`src/rtl/serial_frame_rx.sv`:
```
// serial_frame_rx: single-line serial receiver. Finds a start bit, samples
// WIDTH data bits LSB-first at mid-bit, checks the stop bit and strobes the
// assembled word (data_valid) or a framing error (frame_err).
module serial_frame_rx #(
  parameter int WIDTH      = 8,
  parameter int BIT_CYCLES = 4
) (
  input  logic             clk,
  input  logic             rst_n,
  input  logic             data_in,
  output logic [WIDTH-1:0] data_out,
  output logic             data_valid,
  output logic             frame_err,
  output logic             busy
);
  localparam int HALF = BIT_CYCLES / 2;
  localparam int CW   = $clog2(BIT_CYCLES + 1);
  localparam int IW   = $clog2(WIDTH + 1);
  // START counts to the mid-point of the start bit; every later bit is a
  // full bit period measured from the previous mid-point sample.
  localparam logic [CW-1:0] HALF_LAST = CW'(HALF - 1);
  localparam logic [CW-1:0] BIT_LAST  = CW'(BIT_CYCLES - 1);
  localparam logic [IW-1:0] IDX_LAST  = IW'(WIDTH - 1);

  typedef enum logic [2:0] {S_IDLE, S_START, S_DATA, S_STOP, S_BREAK} state_t;

  state_t           state, state_nxt;
  logic [CW-1:0]    cnt;
  logic [IW-1:0]    idx;
  logic [WIDTH-1:0] shreg;
  logic             cnt_hit, cnt_run, take_bit, good, bad;

  // Next-state decode plus per-edge control strobes for the datapath.
  always_comb begin
    state_nxt = state;
    cnt_run   = 1'b0;
    take_bit  = 1'b0;
    good      = 1'b0;
    bad       = 1'b0;
    cnt_hit   = (state == S_START) ? (cnt == HALF_LAST) : (cnt == BIT_LAST);
    case (state)
      S_IDLE:  if (!data_in) state_nxt = S_START;
      S_START: begin
        cnt_run = !cnt_hit;
        // a start bit that has gone high by mid-bit was only a glitch
        if (cnt_hit) state_nxt = data_in ? S_IDLE : S_DATA;
      end
      S_DATA: begin
        cnt_run = !cnt_hit;
        if (cnt_hit) begin
          take_bit = 1'b1;
          if (idx == IDX_LAST) state_nxt = S_STOP;
        end
      end
      S_STOP: begin
        cnt_run = !cnt_hit;
        if (cnt_hit) begin
          good      = data_in;
          bad       = !data_in;
          state_nxt = data_in ? S_IDLE : S_BREAK;
        end
      end
      // line held low after a bad stop bit: wait for it to return high
      S_BREAK: if (data_in) state_nxt = S_IDLE;
      default: state_nxt = S_IDLE;
    endcase
  end

  // State, counters, shift register and registered outputs.
  always_ff @(posedge clk) begin
    if (!rst_n) begin
      state      <= S_IDLE;
      cnt        <= '0;
      idx        <= '0;
      shreg      <= '0;
      data_out   <= '0;
      data_valid <= 1'b0;
      frame_err  <= 1'b0;
      busy       <= 1'b0;
    end else begin
      state      <= state_nxt;
      cnt        <= cnt_run ? cnt + 1'b1 : '0;
      data_valid <= good;
      frame_err  <= bad;
      busy       <= (state_nxt != S_IDLE);
      if (good) data_out <= shreg;
      if (state == S_START)  idx <= '0;
      else if (take_bit)     idx <= idx + 1'b1;
      if (take_bit) begin
        for (int i = 0; i < WIDTH; i++)
          if (idx == IW'(i)) shreg[i] <= data_in;
      end
    end
  end
endmodule

```
`config.mk`:
```
export PLATFORM = sky130hd
export DESIGN_NAME = serial_frame_rx
export DESIGN_NICKNAME = d
export VERILOG_FILES = /design/src/rtl/serial_frame_rx.sv
export SDC_FILE = /design/constraint.sdc
export NUM_CORES = 1
export LEC_CHECK = 0
export CAP_MARGIN = 20
export CORE_ASPECT_RATIO = 1.75
export CORE_MARGIN = 2
export CORE_UTILIZATION = 30
export CTS_CLUSTER_DIAMETER = 40
export DETAILED_ROUTE_END_ITERATION = 7
export PLACE_DENSITY_LB_ADDON = 0.05
export SLEW_MARGIN = 15
export SYNTH_ARGS = -nofsm -noshare
export SYNTH_HDL_FRONTEND = slang
export SYNTH_SLANG_ARGS = --single-unit
```
`constraint.sdc`:
```
create_clock -name clk -period 2.01 [get_ports clk]
set_input_delay 0.402 -clock clk [delete_from_list [all_inputs] [get_ports clk]]
set_output_delay 0.402 -clock clk [all_outputs]
set_load 0.1 [all_outputs]
```
# --- Yosys cells after proc, flatten, opt, wreduce, memory -nomap -nowiden ---
# Cells that the tools add are included.
op_classes:
  mux: 15
  n_eq_ne: 13
  reduce_logical: 17
  addsub: 2
  bitwise: 1
ops:
  columns: ["operator", "n"]
  rows:
  - ["two-way mux 3 bit", 7]
  - ["AND reduction 2 bit", 9]
  - ["equality test 4 x 3 -> 1 bit (second input constant)", 4]
  - ["one-hot mux 3 bit (5 select lines)", 1]
  - ["equality test 3 x 2 -> 1 bit (second input constant)", 3]
  - ["equality test 4 x 2 -> 1 bit (second input constant)", 2]
  - ["equality test 3 x 1 -> 1 bit (second input constant)", 2]
  - ["two-way mux 1 bit", 6]
  - ["adder 4 x 1 -> 4 bit (second input constant)", 1]
  - ["equality test 4 x 1 -> 1 bit (second input constant)", 1]
  - ["logical NOT 4 bit", 1]
  - ["adder 3 x 1 -> 3 bit (second input constant)", 1]
  - ["equality test 3 bit (second input constant)", 1]
  - ["logical NOT 3 bit", 1]
  - ["AND reduction 3 bit", 1]
  - ["nonzero test 3 bit", 1]
  - ["OR reduction 3 bit", 1]
  - ["logical NOT 1 bit", 2]
  - ["two-way mux 2 bit", 1]
  - ["OR reduction 2 bit", 1]
  - ["NOT 1 bit", 1]
word_totals:
  word_cells: 63
  output_inout_bits: 11
  ff_bits: 29

# --- Logic depth before layout (Yosys ltp) ---
# Gate-level depths: netlist of run 1.
depth:
  depth_word: 5
  mapped_depth: 5
  mapped_depth_nobuf: 4

# --- Least setup slack after synthesis of run 1 ---
# No wires, ideal clock.
synth_path:
  path_type: "register to output"
  startpoint: "reg data_out[0]"
  endpoint: "out data_out[0]"
  t_required_ns: 1.608
  path_stages_with_launch: 1
  path_slack_ns: 0.684
  t_arrival_ns: 0.924
  path_cell_list: "dfxtp_1"
synth_rtl:
  columns: ["element", "line", "text"]
  rows:
  - ["start: declaration", "11", "output logic [WIDTH-1:0] data_out,"]
  - ["start signal: assignment", "86", "if (good) data_out <= shreg;"]
# No word-level cell between the ends.

# --- Final worst setup path of run 1 ---
layout_path:
  startpoint: "reg state[0]"
  endpoint: "reg idx[2]"
layout_via:
  elab_chain_len: 4
  word_cells_on_any_way: 6
layout_lines:
  columns: ["element", "line", "text"]
  rows:
  - ["start: declaration", "27", "state_t state, state_nxt;"]
  - ["start signal: assignment", "81", "state <= state_nxt;"]
  - ["equality test 3 x 1 -> 1 bit", "40, 87", null]
  - ["two-way mux 1 bit", "40", "cnt_hit = (state == S_START) ? (cnt == HALF_LAST) : (cnt == BIT_LAST);"]
  - ["two-way mux 1 bit", "50", "if (cnt_hit) begin"]
  - ["two-way mux 1 bit", "41", "case (state)"]
  - ["end signal: assignment", "88", "else if (take_bit) idx <= idx + 1'b1;"]
  - ["end: declaration", "29", "logic [IW-1:0] idx;"]
# Parallel ways exist; a longest one is shown, timed or not.
# A chain may end at the register's enable or synchronous reset.

==> flow_summary.ini, run 1 <==
[route]
met1Wirelength_um = 948
routedWlPerCell_um = 12.09
route.met2.wl_um = 1378
firstDrtPassIters = 4
route.detailed.drc = 0
drtAntennaViolNets = 0
vias = 971
top_layer = met4
wl_met3_um = 84
drt_wl_total_um = 2490
detail_route.vias_per_cell = 4.714
drt_iter0_drc = 12

[floorplanning]
fp.dieW_um = 53.84
ios = 14
die_h_um = 91.21
num_rows = 31
die_area_sq_um = 4910
start_util = 0.3141
core_area_sq_um = 4150

[timing]
hold_violations = 0
period_needed_ps = 1491
max_freq_mhz = 670.8
fin_crit_sh = 0.7417
worst_slack_ps = 519.2
clock_skew_ps = 3.550
rsz0062_at_grt = false
finalMaxSlewViolations = 0
worst_pin_slew_ps = 548.7
setup_tns_ps = 0
relSlewSlack = 0.6304
setup_viol = 0

[cts]
cts.clk_slew.worst_paths_ps = 60
cts_setup_buffers = 0
hold_buffers = 0
cts_buffer_depth = 2
post_cts_resized = 0
root_buffer = clkbuf_8
worstSkewPairLatency_ps = 270
cts_tree = done
clkSinkCount = 29
cts_max_level = 2
cts-buffers-inserted = 5

[min_path]
hp-class = reg -> reg

[global_routing]
grt_remaining_overflow = 0
grt_pass1_wl_um = 4181
grt_antenna_before_repair = 0
grt_pass1_vias = 964
grt_max_degree = 28
grt_usage = 0.1204

[placement]
dp.cells = 199
place_hpwl_um = 1929
numPortBuffers = 13
dp_slack_ps = 262.4
gp_congestion = 0.7944

[cells_and_area]
utilization = 0.3711
synthToLayoutAreaGrowth_pct = 18.14
drive_above_1_share = 0.1656
register_area_sq_um = 580.6
fin_nets = 165
fillers = 429
diodes = 0
multi_input_area_sq_um = 671.9
final_cells = 206

[setup_path]
path_cells = nand2b_1 > o21ai_0 > nor2_1
critPathKind = reg -> reg
crit_slowest_cell = dfxtp_1
end_kind = register
cp.arrival_ps = 1630
crit_path_max_incr_delay_ps = 560
critPathLaunchType = register
required_ps = 2150
path_max_fanout = 12

[yosys]
synth_flop_cell = dfxtp_1
synth_cell_types = 33
synthArstFlopShare = 0
syn_area_sq_um = 1304
ys_warn_count = 0
synth.top_cell.area_share = 0.4453
synth_area_leader_cell = dfxtp_1
syn-num-nets = 148
avgSynthCellArea_sq_um = 9.313
yosysMostFrequentCell = dfxtp_1
synth_enable_flop_cells = 0
yosys_register_bits = 29
ys_top_cells_by_area = dfxtp_1 45%, nand2_1 7.8%, mux2i_1 6.9%
synth_commonest_cells = 29 x dfxtp_1, 27 x nand2_1, 10 x nand3_1, 9 x mux2i_1, 9 x nor2_1
synthCells = 140
seq_area_frac_synth = 0.4453

[power_and_ir_drop]
vdd.ir_drop.worst_uv = 393.5
p_leak_nw = 0.6620
p_per_area_nw_per_um2 = 751.6

[job]
max_cap_violations = 0

[outcome]
status = completed
==> critical path, delay by kind of cell, from the launching register on <==
kind               cells  cell delay, ps
DFF                    1             560
AOI/OAI and AO/OA      1             490
and+or+nand+nor        2             300
==> report_power, final <==
| part | switching [mW] | leakage (nW) | internal (mW) |
|---|---|---|---|
| Clock | 0.201 | 0.0443 | 0.271 |
| Sequential | 0.0168 | 0.234 | 0.585 |
| Combinational | 0.0599 | 0.383 | 0.0250 |
==> final timing paths <==
path              cells after the start                       end                startpoint  slack [ps]
hold reg to reg                       2  data_out[0]$_SDFFE_PN0P_  data_out[0]$_SDFFE_PN0P_         450
setup / recovery                      3       idx[2]$_SDFFE_PP0P_       state[0]$_SDFF_PN0_         520
hold / removal                        2  data_out[0]$_SDFFE_PN0P_  data_out[0]$_SDFFE_PN0P_         450
setup reg to reg                      3       idx[2]$_SDFFE_PP0P_       state[0]$_SDFF_PN0_         520
==> metal layers <==
| metal | up-vias | track usage |
|---|---|---|
| li1 | 509 | - |
| met1 | 434 | 0.1076 |
| met2 | 20 | 0.2124 |
| met3 | 8 | 0.04441 |
| met4 | 0 | 0.07265 |
| met5 | - | 0 |
==> sequential cells by signal (all words and copies together), names as in the netlist <==
name / cells
idx: 4
busy: 1
frame_err: 1
data_valid: 1
shreg: 8
data_out: 8
state: 3
cnt: 3
==> cell families after synthesis <==
| group | share of synthesized area |
|---|---|
| AOI/OAI and AO/OA | 0.06622 |
| xor gates and xnor gates | 0.02687 |
| adders and majority gates | 0.04798 |
| buffers and inverters | 0.03935 |
| DFF | 0.4453 |
| muxes | 0.06910 |
| and+or+nand+nor | 0.3052 |
==> final cells by class <==
cell class	instances	share of cell area
multi-input combinational	100	0.4362
sequential	29	0.3769
timing repair buffer	15	0.07636
clock buffer	7	0.05605
tap	49	0.03980
inverter	6	0.01462
==> layout by cell type, fill, tap and decap left out, types with 2 or more instances in the layout <==
cell type,count
nor2b_1,2
buf_4,13
nand3_1,10
inv_1,6
nand2_1,27
mux2i_1,9
nor3_1,2
dfxtp_1,29
clkbuf_8,6
nor2_1,9
nand2b_1,4
xnor2_1,4
o21ai_1,4
ha_1,5
o21ai_0,7
clkdlybuf4s50_1,2
==> metrics by stage <==
stage	power, mW	area (sq um)	hold slack, ps
2_1_floorplan	0.6759	1304	437.2
3_3_place_gp	0.6989	1454	439.3
3_5_place_dp	0.6998	1454	445.7
4_1_cts	1.178	1540	453.9
5_1_grt	1.211	1540	465.1
6_report	1.158	1540	447.2
No activity file was read; power rests on OpenSTA's default activity.
==> run 2: changes to the inputs <==
==> constraint.sdc (replaced) <==
create_clock -name clk -period 1.3 [get_ports clk]
set_input_delay 0.26 -clock clk [delete_from_list [all_inputs] [get_ports clk]]
set_output_delay 0.26 -clock clk [all_outputs]
set_load 0.1 [all_outputs]
==> flow_summary.ini, run 2 (same netlist as run 1, synthesis figures left out) <==
[outcome]
status = completed

[route]
wl_met3_um = 86
drtAntennaViolNets = 0
vias = 1044
routedWlPerCell_um = 12.24
drt_iter0_drc = 7
route.detailed.drc = 0
detail_route.vias_per_cell = 4.745
met1Wirelength_um = 934
route.met2.wl_um = 1613
firstDrtPassIters = 4
drt_wl_total_um = 2693
top_layer = met4

[cts]
root_buffer = clkbuf_8
worstSkewPairLatency_ps = 270
cts-buffers-inserted = 5
cts_max_level = 2
cts_buffer_depth = 2
clkSinkCount = 29
cts_setup_buffers = 0
cts_tree = done
cts.clk_slew.worst_paths_ps = 60

[global_routing]
grt_remaining_overflow = 0
grt_usage = 0.1297
grt_max_degree = 26
grt_antenna_before_repair = 0
grt_pass1_vias = 1045
grt_pass1_wl_um = 4595

[timing]
clock_skew_ps = 1.115
finalMaxSlewViolations = 0
max_freq_mhz = 774.1
rsz0062_at_grt = true
period_needed_ps = 1292
worst_slack_ps = 8.120
relSlewSlack = 0.7634
hold_violations = 0
setup_viol = 0
fin_crit_sh = 0.9938
worst_pin_slew_ps = 350.0

[cells_and_area]
fin_nets = 178
synthToLayoutAreaGrowth_pct = 42.61
fillers = 408
final_common_cell = dfxtp_1
layout_common_cells = 24 x dfxtp_1, 23 x nand2_1, 13 x buf_4
final_cells = 220
diodes = 0
drive_above_1_share = 0.3158
reg_top3 = data_out x8, shreg x8, idx x4

[power_and_ir_drop]
vdd.ir_drop.worst_uv = 644.9
power.total_mw = 1.900
p_leak_nw = 0.8020
p_per_area_nw_per_um2 = 1022

[setup_path]
crit_path_max_incr_delay_ps = 330
end_kind = register
crit_slowest_cell = dfxtp_2
path_cells = nand4b_4 > nor4b_4 > nand2_1 > mux2i_1
critPathKind = reg -> reg
crit_family = simple AND/OR/NAND/NOR gates
path_max_fanout = 5
cp.buffers_inverters = 0
critPathLaunchType = register
cp.arrival_ps = 1440
required_ps = 1450
reg2reg_slack_ps = 8

[floorplanning]
core_area_sq_um = 4150
fp.dieW_um = 53.84
start_util = 0.3141
die_area_sq_um = 4910
die_h_um = 91.21
num_rows = 31
ios = 14

[min_path]
hp-class = reg -> reg

[placement]
dp_slack_ps = -235.4
gp_congestion = 0.7584
place_hpwl_um = 2065
numPortBuffers = 13
dp.cells = 211

[job]
max_cap_violations = 0
run 2: worst paths after layout:
path                                                  to  cells past startpoint                   from
worst min-delay path            data_out[0]$_SDFFE_PN0P_                      2  shreg[0]$_SDFFE_PN0P_
worst max-delay path               shreg[0]$_SDFFE_PN0P_                      4      cnt[2]$_SDFF_PN0_
worst max register to register     shreg[0]$_SDFFE_PN0P_                      4      cnt[2]$_SDFF_PN0_
worst min register to register  data_out[0]$_SDFFE_PN0P_                      2  shreg[0]$_SDFFE_PN0P_
run 2: power by group:
part           switching, mW  internal, mW
clock network          0.320         0.477
registers             0.0262         0.904
logic                  0.103        0.0690
total                  0.449          1.45
run 2: final cells by class:
cell class	instances	area [sq um]	area share
clock buffer	7	96.34	0.05182
clock inverter	1	5.005	0.002692
inverter	6	22.52	0.01211
multi-input combinational	101	721.9	0.3883
sequential	29	591.8	0.3183
tap	49	61.31	0.03297
timing repair buffer	27	360.3	0.1938
run 2: routing by layer:
layer,vias to the layer above,track usage
met5,-,0
met4,0,0.06410
met3,6,0.03947
met2,15,0.2429
met1,486,0.1137
li1,537,-
run 2: worst register-to-register path: cells and delay by family, from the launching register on:
family           cells  cell delay, ps
and+or+nand+nor      3             710
DFF                  1             330
muxes                1             140
run 2: metrics by stage:
stage	util	setup TNS (ps)	instance area, sq um	hold WS [ps]
CTS	0.4423	-42.45	1836	463.2
floorplan	-	0	1308	437.2
global placement	0.4091	-3947	1698	450.6
global route	0.4480	-371.0	1859	478.6
detailed placement	0.4091	-4698	1698	453.1
finish	0.4480	0	1859	458.4
run 2: what timing repair did:
action | CTS | global route
setup endpoints to repair | 15 | 15
hold buffers | 0 | 0
resized for setup | 11 | 6
gates cloned | 1 | 0
pin swaps | 6 | 7
==> run 3: changes to the inputs <==
--- a/config.mk
+++ b/config.mk
@@ -16,3 +16,4 @@
 export SYNTH_ARGS = -nofsm -noshare
 export SYNTH_HDL_FRONTEND = slang
 export SYNTH_SLANG_ARGS = --single-unit
+export TNS_END_PERCENT = 50
==> flow_summary.ini, run 3 (same netlist as run 1, synthesis figures left out) <==
[outcome]
status = finished with violations
violations = setup timing

[route]
drt_wl_total_um = 2695
met1Wirelength_um = 928
wl_met3_um = 87
top_layer = met4
routedWlPerCell_um = 12.25
route.met2.wl_um = 1617
firstDrtPassIters = 4
detail_route.vias_per_cell = 4.745
vias = 1044
route.detailed.drc = 0
drt_iter0_drc = 6
drtAntennaViolNets = 0

[timing]
fin_crit_sh = 1.009
holdWs_ps = 458.4
max_freq_mhz = 762.2
worst_pin_slew_ps = 350.0
rsz0062_at_grt = true
clock_skew_ps = 1.278
hold_violations = 0
period_needed_ps = 1312
setup_viol = 3
worst_slack_ps = -11.96
finalMaxSlewViolations = 0
relSlewSlack = 0.7634

[cts]
clkSinkCount = 29
cts-buffers-inserted = 5
hold_buffers = 0
cts_tree = done
cts_max_level = 2
cts_buffer_depth = 2
root_buffer = clkbuf_8
cts.clk_slew.worst_paths_ps = 60
worstSkewPairLatency_ps = 270

[global_routing]
grt_pass1_wl_um = 4567
grt_remaining_overflow = 0
grt_max_degree = 26
grt_antenna_before_repair = 0
grt_pass1_vias = 1051
grt_usage = 0.1291

[cells_and_area]
final_cells = 220
diodes = 0
layout_common_cells = 25 x nand2_1, 24 x dfxtp_1, 13 x buf_4
final_common_cell = nand2_1
reg_top3 = data_out x8, shreg x8, idx x4
drive_above_1_share = 0.3041
fin_nets = 178
multi_input_area_sq_um = 713.2
fillers = 409
fin_area_sq_um = 1851
register_area_sq_um = 591.8
synthToLayoutAreaGrowth_pct = 41.94

[floorplanning]
die_h_um = 91.21
die_area_sq_um = 4910
num_rows = 31
fp.dieW_um = 53.84
core_area_sq_um = 4150
ios = 14
start_util = 0.3141

[power_and_ir_drop]
p_per_area_nw_per_um2 = 1026
power.total_mw = 1.898
p_leak_nw = 0.8000
vdd.ir_drop.worst_uv = 677.7

[placement]
dp_slack_ps = -235.4
place_hpwl_um = 2065
gp_congestion = 0.7584
dpl-instance-area_sq_um = 1698
numPortBuffers = 13
dp.cells = 211

[setup_path]
crit_family = simple AND/OR/NAND/NOR gates
reg2reg_to = shreg[4]$_SDFFE_PN0P_
path_cells = nand4b_4 > and4bb_2 > nand2_1 > mux2i_1
crit_path_max_incr_delay_ps = 420
cp.buffers_inverters = 0
r2r_cells = 4
end_kind = register
r2r_start = cnt[2]$_SDFF_PN0_
critPathLaunchType = register
crit_slowest_cell = and4bb_2
path_max_fanout = 5
required_ps = 1450
reg2reg_slack_ps = -10
critPathKind = reg -> reg
cp.arrival_ps = 1460

[min_path]
hp-start = shreg[0]$_SDFFE_PN0P_
min_path_cells = 2
hp-class = reg -> reg
min_to = data_out[0]$_SDFFE_PN0P_

[job]
max_cap_violations = 0
run 3: report_power, final:
part,internal [mW],total [mW],switching (mW)
logic,0.0690,0.171,0.102
registers,0.904,0.930,0.0261
clock network,0.477,0.797,0.320
total,1.45,1.90,0.448
run 3: worst max-delay path by stage:
| stage | from | end | depth (start not counted) |
|---|---|---|---|
| finish | cnt[2]$_SDFF_PN0_ | shreg[4]$_SDFFE_PN0P_ | 4 |
| global route | cnt[2]$_SDFF_PN0_ | shreg[0]$_SDFFE_PN0P_ | 4 |
| CTS | cnt[2]$_SDFF_PN0_ | shreg[4]$_SDFFE_PN0P_ | 4 |
| detailed placement | data_in | data_out[7]$_SDFFE_PN0P_ | 6 |
| global placement | rst_n | busy$_SDFF_PN0_ | 4 |
| floorplan | cnt[2]$_SDFF_PN0_ | busy$_SDFF_PN0_ | 3 |
run 3: cell type report:
type	count	share of cell area
clock buffer	7	0.05206
clock inverter	1	0.002705
inverter	6	0.01217
multi-input combinational	101	0.3854
sequential	29	0.3198
tap	49	0.03313
timing repair buffer	27	0.1947
run 3: through the flow:
step / TNS (ps) / utilization
final: -30.57 / 0.4459
after global routing: -516.0 / 0.4459
after CTS: -59.03 / 0.4402
after detailed placement: -4698 / 0.4091
after global placement: -3947 / 0.4091
after floorplan: 0 / -
run 3: layer usage:
metal  global-route usage  vias up
met3              0.03947        6
met2               0.2429       15
li1                     -      536
met4              0.06410        0
met1               0.1117      487
met5                    0        -
run 3: repair_timing:
item	4_1_cts	5_1_grt
gates resized for setup	8	6
buffers inserted	0	0
pin swaps	3	7
setup endpoints to repair	15	15
cloned	1	0
run 3: worst register-to-register path, delay by kind of cell, from the launching register on:
| kind | cells | cell delay (ps) |
|---|---|---|
| flops | 1 | 330 |
| simple gates | 3 | 750 |
| mux | 1 | 110 |
